[src/rtl/serial_pattern_gen.sv]
// rtl/serial_pattern_gen.sv - MSB-first serial pattern generator with repeats and gaps
module serial_pattern_gen #(
  parameter int PAT_W = 8,
  parameter int LEN_W = 4,
  parameter int CNT_W = 4
) (
  input  logic             clk,
  input  logic             reset,
  input  logic             start,
  input  logic [PAT_W-1:0] pattern,
  input  logic [LEN_W-1:0] pat_len,
  input  logic [CNT_W-1:0] rep_cnt,
  input  logic [CNT_W-1:0] gap_len,
  output logic             dout,
  output logic             dout_valid,
  output logic             frame_start,
  output logic             busy,
  output logic             done
);

  typedef enum logic [1:0] {
    S_IDLE = 2'd0,
    S_SEND = 2'd1,
    S_GAP  = 2'd2,
    S_DONE = 2'd3
  } state_t;

  localparam logic [LEN_W-1:0] LEN_MAX = LEN_W'(PAT_W);
  localparam logic [LEN_W-1:0] LEN_ONE = LEN_W'(1);
  localparam logic [CNT_W-1:0] CNT_ONE = CNT_W'(1);
  localparam logic [PAT_W-1:0] PAT_ONE = PAT_W'(1);

  state_t           state_q, state_d;
  logic [PAT_W-1:0] pat_q, pat_d;
  logic [LEN_W-1:0] len_q, len_d;
  logic [LEN_W-1:0] idx_q, idx_d;
  logic [CNT_W-1:0] reps_q, reps_d;
  logic [CNT_W-1:0] gap_len_q, gap_len_d;
  logic [CNT_W-1:0] gap_cnt_q, gap_cnt_d;

  // Requested length, clamped to the widest pattern the shadow register holds.
  logic [LEN_W-1:0] len_in;
  assign len_in = (pat_len > LEN_MAX) ? LEN_MAX : pat_len;

  // State and shadow registers; reset aborts any operation without a done pulse.
  always_ff @(posedge clk or posedge reset) begin
    if (reset) begin
      state_q   <= S_IDLE;
      pat_q     <= '0;
      len_q     <= '0;
      idx_q     <= '0;
      reps_q    <= '0;
      gap_len_q <= '0;
      gap_cnt_q <= '0;
    end else begin
      state_q   <= state_d;
      pat_q     <= pat_d;
      len_q     <= len_d;
      idx_q     <= idx_d;
      reps_q    <= reps_d;
      gap_len_q <= gap_len_d;
      gap_cnt_q <= gap_cnt_d;
    end
  end

  // Next-state logic and output decode from registered state only.
  always_comb begin
    state_d     = state_q;
    pat_d       = pat_q;
    len_d       = len_q;
    idx_d       = idx_q;
    reps_d      = reps_q;
    gap_len_d   = gap_len_q;
    gap_cnt_d   = gap_cnt_q;
    dout        = 1'b0;
    dout_valid  = 1'b0;
    frame_start = 1'b0;
    busy        = 1'b0;
    done        = 1'b0;

    case (state_q)
      S_IDLE: begin
        if (start) begin
          pat_d     = pattern;
          gap_len_d = gap_len;
          reps_d    = rep_cnt;
          len_d     = len_in;
          gap_cnt_d = '0;
          if (len_in == '0) begin
            idx_d   = '0;
            state_d = S_DONE;
          end else begin
            idx_d   = len_in - LEN_ONE;
            state_d = S_SEND;
          end
        end
      end

      S_SEND: begin
        dout        = |(pat_q & (PAT_ONE << idx_q));
        dout_valid  = 1'b1;
        busy        = 1'b1;
        frame_start = (idx_q == len_q - LEN_ONE);
        if (idx_q == '0) begin
          if (reps_q != '0) begin
            reps_d = reps_q - CNT_ONE;
            idx_d  = len_q - LEN_ONE;
            if (gap_len_q != '0) begin
              gap_cnt_d = gap_len_q - CNT_ONE;
              state_d   = S_GAP;
            end
          end else begin
            state_d = S_DONE;
          end
        end else begin
          idx_d = idx_q - LEN_ONE;
        end
      end

      S_GAP: begin
        busy = 1'b1;
        if (gap_cnt_q == '0) begin
          state_d = S_SEND;
        end else begin
          gap_cnt_d = gap_cnt_q - CNT_ONE;
        end
      end

      S_DONE: begin
        done    = 1'b1;
        state_d = S_IDLE;
      end

      default: state_d = S_IDLE;
    endcase
  end

endmodule

[config.mk]
export PLATFORM = sky130hd
export DESIGN_NAME = serial_pattern_gen
export DESIGN_NICKNAME = d
export VERILOG_FILES = /design/src/rtl/serial_pattern_gen.sv
export SDC_FILE = /design/constraint.sdc
export NUM_CORES = 1
export LEC_CHECK = 0
export CAP_MARGIN = 25
export CORE_ASPECT_RATIO = 0.7
export CORE_MARGIN = 5
export CORE_UTILIZATION = 49
export CTS_CLUSTER_DIAMETER = 30
export DETAILED_ROUTE_END_ITERATION = 6
export PLACE_DENSITY = 0.76
export SYNTH_ARGS = -nofsm -noshare
export SYNTH_HDL_FRONTEND = slang
export SYNTH_SLANG_ARGS = --single-unit
[constraint.sdc]
create_clock -name clk -period 2.35 [get_ports clk]
set_input_delay 0.47 -clock clk [delete_from_list [all_inputs] [get_ports clk]]
set_output_delay 0.47 -clock clk [all_outputs]
set_load 0.005 [all_outputs]
==> out/results.ini, run 1 <==
[drt]
wirelength_um=4435
wl_met3_um=248
dr.max_layer_used=met4
post_drt_wl_per_cell_um=15.24
antenna_left=0
vias=1601
drt_iter0_drc=108
dr.pass1.iters=4
drc=0
viasPerCell=5.502
drt-met1-wl_um=2166
wl_met2_um=1963

[placed_design]
placed_area_um2=2346
hpwl_um=3264
post-place-ws_ps=98.80
place.gp.congestion=0.9206
placedCellCount=282
io_buffers=27

[power_and_ir_drop]
cellLeakagePower_nw=1.059
finalPower_mw=3.576
p_per_area_nw_per_um2=1436
ir_drop_mv=0.7503

[synthesis]
ys_seq_area_share_pct=38.91
synth_area_leaders=dfrtp_1, mux2_2, ha_1
avgSynthCellArea_um2=9.945
synth.most_common_cell=dfrtp_1
netlist_area_um2=1929
yosys_register_bits=30
syn_nets=230
async_reset_ff_share_pct=100.0
syn-instance-count=194
synth_area_leader_cell=dfrtp_1
yosysWarnings=0
yosys_most_used_dff=dfrtp_1
netlist_top_cells_count=dfrtp_1, inv_1, mux2_2, ha_1
yosysUniqueCellTypes=47
synth_top_area_share_pct=38.91
synth_edf_count=0

[floorplanning]
core_area_um2=3851
die_h_um=62.50
pin_count=28
dieArea_um2=5313
die_w_um=85
rows=19
initial_core_util_pct=50.10

[timing]
finalMaxSlewViolations=0
fin_worst_skew_ps=2.647
tns_ps=0
hold_violations=0
fin_crit_sh_pct=98.36
max_freq_mhz=432.6
fin_crit_ps=2312
slew-limit-headroom_pct=73.27
setup_ws_ps=38.46
setup_viol=0
worst_pin_slew_ps=401.0

[critical_path]
r2r-start=state_q[0]$_DFFE_PP0P_
crit_arrival_ps=1840
reg2reg_setup_slack_ps=190
required_ps=1880
worst-r2r-cell-count=7
reg2reg_to=gap_cnt_q[2]$_DFFE_PP0P_
endpoint=dout
crit_path_max_fanout=6
cp-end-kind=primary output
cp-start-kind=flop
path_class=flop to primary output
crit_path_start=idx_q[0]$_DFFE_PP0P_

[cells_and_area]
final_cell_area_um2=2490
num_antenna_cells=0
layout.cells.non_filler=291
nFillCells=340
drive_gt1_share_pct=22.59
area_growth_pct=29.05
nNetsFinal=274

[global_routing]
grt_pass1_vias=1631
grt_first_pass_wirelength_um=7610
antenna_found_initial=0
gr-usage-all-layers_pct=17.72
grt_max_degree=31
gr-total-overflow=0

[clock_network]
htreeDepth=2
cts_root_buffer=clkbuf_8
cts_tree=built
cts_buffer_depth=2
clk-insertion-delay-late_ps=290
cts_buffers=5
cts_hold_buf=0
clk_pin_slew_ps=70
clkSinkCount=30

[min_path]
hp-class=flop to flop

[status]
run_status=finished, final reports clean

[flow_run]
cap_violations=0

metrics by stage:
stage | utilization [%] | hold slack (ps)
2_1_floorplan | - | 472.6
3_3_place_gp | 60.92 | 495.1
3_5_place_dp | 60.92 | 506.5
4_1_cts | 63.94 | 520.8
5_1_grt | 64.65 | 543.6
6_report | 64.65 | 519.7
final cells by class:
cell class | instances | area (um^2) | area share (%)
tap | 52 | 65.06 | 2.613
multi-input combinational | 142 | 1131 | 45.43
inverter | 16 | 60.06 | 2.412
clock inverter | 2 | 12.51 | 0.5025
clock buffer | 6 | 82.58 | 3.317
timing repair buffer | 43 | 387.9 | 15.58
sequential | 30 | 750.7 | 30.15
cells in the final DEF (no fill, tap or decap), drive strengths merged, types with 4 or more instances in the layout:
cell,n
a22oi,4
mux2,15
xor2,4
nand2,11
clkbuf,6
clkdlybuf4s50,25
mux2i,9
inv,16
nor3,7
o21ai,9
ha,13
o211ai,4
dfrtp,30
a21oi,9
nor2,11
buf,16
registers in the layout, summed over array words and instances, names as in the netlist:
name / flops
len_q: 4
state_q: 2
gap_cnt_q: 4
gap_len_q: 4
pat_q: 8
reps_q: 4
idx_q: 4
worst max-delay path, stage by stage (launching register included):
cell,delay (ps)
dfrtp_1,390
buf_4,170
ha_2,190
a22oi_1,190
a21oi_1,110
a21oi_2,170
nor3_1,60
dlygate4sd2_1,270
how the worst min path moves through the flow:
| stage | startpoint | endpoint | slack (ps) | cells after the start |
|---|---|---|---|---|
| 2_1_floorplan | reps_q[1]$_DFFE_PP0P_ | reps_q[1]$_DFFE_PP0P_ | 470 | 2 |
| 3_3_place_gp | pat_q[2]$_DFFE_PP0P_ | pat_q[2]$_DFFE_PP0P_ | 500 | 1 |
| 3_5_place_dp | len_q[1]$_DFFE_PP0P_ | len_q[1]$_DFFE_PP0P_ | 510 | 2 |
| 4_1_cts | len_q[1]$_DFFE_PP0P_ | len_q[1]$_DFFE_PP0P_ | 520 | 2 |
| 5_1_grt | pat_q[2]$_DFFE_PP0P_ | pat_q[2]$_DFFE_PP0P_ | 540 | 1 |
| 6_report | len_q[1]$_DFFE_PP0P_ | len_q[1]$_DFFE_PP0P_ | 520 | 2 |
per-layer routing:
layer / track usage [%] / vias up
met5: 0 / -
met2: 26.36 / 40
met1: 24.96 / 755
met3: 4.743 / 6
li1: - / 800
met4: 5.534 / 0
repair_timing:
item | CTS | global route
resized for setup | 6 | 8
endpoints found under the setup margin | 2 | 3
pin swaps | 1 | 3
buffers inserted | 1 | 0
power breakdown:
part	total [mW]	switching (mW)	internal (mW)
Combinational	2.10	1.02	1.08
Sequential	1.03	0.253	0.776
Clock	0.443	0.208	0.235
logic make-up after synthesis:
kind of cell / after synthesis / share of synthesized area [%]
flops: 30 / 38.91
simple gates: 50 / 13.81
buf+inv: 22 / 4.734
mux: 24 / 13.42
xor+xnor: 6 / 2.724
fa+ha+maj: 13 / 8.431
compound gates: 49 / 17.96
(Power assumes the default switching activity.)
==> inputs of run 2 (changes only) <==
==> constraint.sdc (replaced) <==
create_clock -name clk -period 2.35 [get_ports clk]
set_input_delay 0.47 -clock clk [delete_from_list [all_inputs] [get_ports clk]]
set_output_delay 0.47 -clock clk [all_outputs]
set_load 0.1 [all_outputs]
==> run 2 against run 1 <==
  * Final area increased by 4.5%
  * Clock power fell by 2%
  * Wire length increased by 2.6%
  * Via count is 2.2% higher
  * Clock skew up 0.98 ps
  * Cell count is 0.34% higher
  * Sequential cell count unchanged
  * Die area unchanged
  * Largest power group unchanged
==> out/results.ini, run 2 (synthesized netlist as in run 1, its figures left out) <==
[status]
run_status=finished, final reports clean

[flow_run]
cap_violations=0

[cells_and_area]
nNetsFinal=275
final_cell_area_um2=2603
largest-register=pat_q
largest_register_ffs=8
regArea_um2=750.7
num_antenna_cells=0
nFillCells=318
final_util_pct=67.58
drive_gt1_share_pct=27.08
area_growth_pct=34.89
mostFrequentLayoutCell=dfrtp_1
multi_input_area_um2=1189
final_cell_mix=dfrtp_1, clkdlybuf4s50_1, buf_4

[critical_path]
crit_arrival_ps=1820
crit_path_start=len_q[0]$_DFFE_PP0P_
cp-start-kind=flop
path_class=flop to primary output
crit_chain=buf_4 > nor3_2 > xnor2_2 > xnor2_1 > nor3_4 > buf_12
required_ps=1880
slowest_stage=dfrtp_1
r2r-start=state_q[0]$_DFFE_PP0P_
cp-end-kind=primary output
crit_path_max_fanout=3
cp_num_buf_inv=2
cp_top_family=simple AND/OR/NAND/NOR gates
max_stage_delay_ps=400

[floorplanning]
initial_core_util_pct=50.10
dieArea_um2=5313
rows=19
die_h_um=62.50
die_w_um=85
pin_count=28
core_area_um2=3851

[clock_network]
clk_pin_slew_ps=60
clk-insertion-delay-late_ps=280
cts_root_buffer=clkbuf_8
cts_hold_buf=0
htreeDepth=2
clkSinkCount=30
cts_tree=built
cts_buffer_depth=2
cts_buffers=5

[drt]
antenna_left=0
drc=0
wirelength_um=4549
drt-met1-wl_um=2240
drt_iter0_drc=158
wl_met3_um=364
vias=1637
dr.max_layer_used=met4
viasPerCell=5.606
dr.pass1.iters=4
post_drt_wl_per_cell_um=15.58
wl_met2_um=1911

[global_routing]
grt_first_pass_wirelength_um=7472
grt_max_degree=31
antenna_found_initial=0
grt_pass1_vias=1493
gr-total-overflow=0
gr-usage-all-layers_pct=17.53

[min_path]
hp-class=flop to flop
hp-start=pat_q[5]$_DFFE_PP0P_

[timing]
fin_crit_sh_pct=97.43
worst_pin_slew_ps=562.4
finalMaxSlewViolations=0
tns_ps=0
hold_violations=0
slew-limit-headroom_pct=62.17
fin_crit_ps=2290
fin_worst_skew_ps=3.625
setup_ws_ps=60.47
max_freq_mhz=436.8
setup_viol=0

[placed_design]
place.gp.congestion=0.8402
placed_area_um2=2401
post-place-ws_ps=92.14
io_buffers=27
hpwl_um=3261

[power_and_ir_drop]
finalPower_mw=4.234
cellLeakagePower_nw=1.095
ir_drop_mv=1.011
p_per_area_nw_per_um2=1627

-- run 2: what timing repair did --
action                                  4_1_cts  5_1_grt
pin swaps                                     0        5
buffers inserted                              1        5
gates resized for setup                       4        9
endpoints found under the setup margin        1        2
-- run 2: final cells by class --
cell class / instances / area share [%]
repair buffers: 44 / 16.87
clock inverters: 2 / 0.4808
clock buffers: 6 / 3.173
inverters: 16 / 2.452
multi-input cells: 142 / 45.67
well taps: 52 / 2.500
flip-flops and latches: 30 / 28.85
-- run 2: layer usage --
layer | vias to the layer above | GRT usage [%]
met5 | - | 0
met1 | 763 | 27.44
met3 | 4 | 5.270
met4 | 0 | 4.150
met2 | 67 | 23.06
li1 | 803 | -
-- run 2: worst paths after layout --
kind / endpoint / depth (start not counted) / slack [ps]
max: frame_start / 6 / 60
min: pat_q[5]$_DFFE_PP0P_ / 1 / 510
max reg2reg: gap_cnt_q[3]$_DFFE_PP0P_ / 6 / 190
min reg2reg: pat_q[5]$_DFFE_PP0P_ / 1 / 510
max in group asynchronous: idx_q[1]$_DFFE_PP0P_ / 3 / 1480
min in group asynchronous: idx_q[2]$_DFFE_PP0P_ / 3 / 580
-- run 2: power by group --
part           leakage [nW]  internal (mW)  switching, mW
clock                0.0472          0.235          0.197
sequential            0.362          0.776          0.271
combinational         0.686           1.25           1.51
-- run 2: through the flow --
| step | hold WS (ps) | std cells |
|---|---|---|
| floorplan | 472.6 | 194 |
| global placement | 494.0 | 278 |
| detailed placement | 497.8 | 278 |
| CTS | 513.3 | 287 |
| global route | 536.7 | 292 |
| finish | 510.6 | 292 |
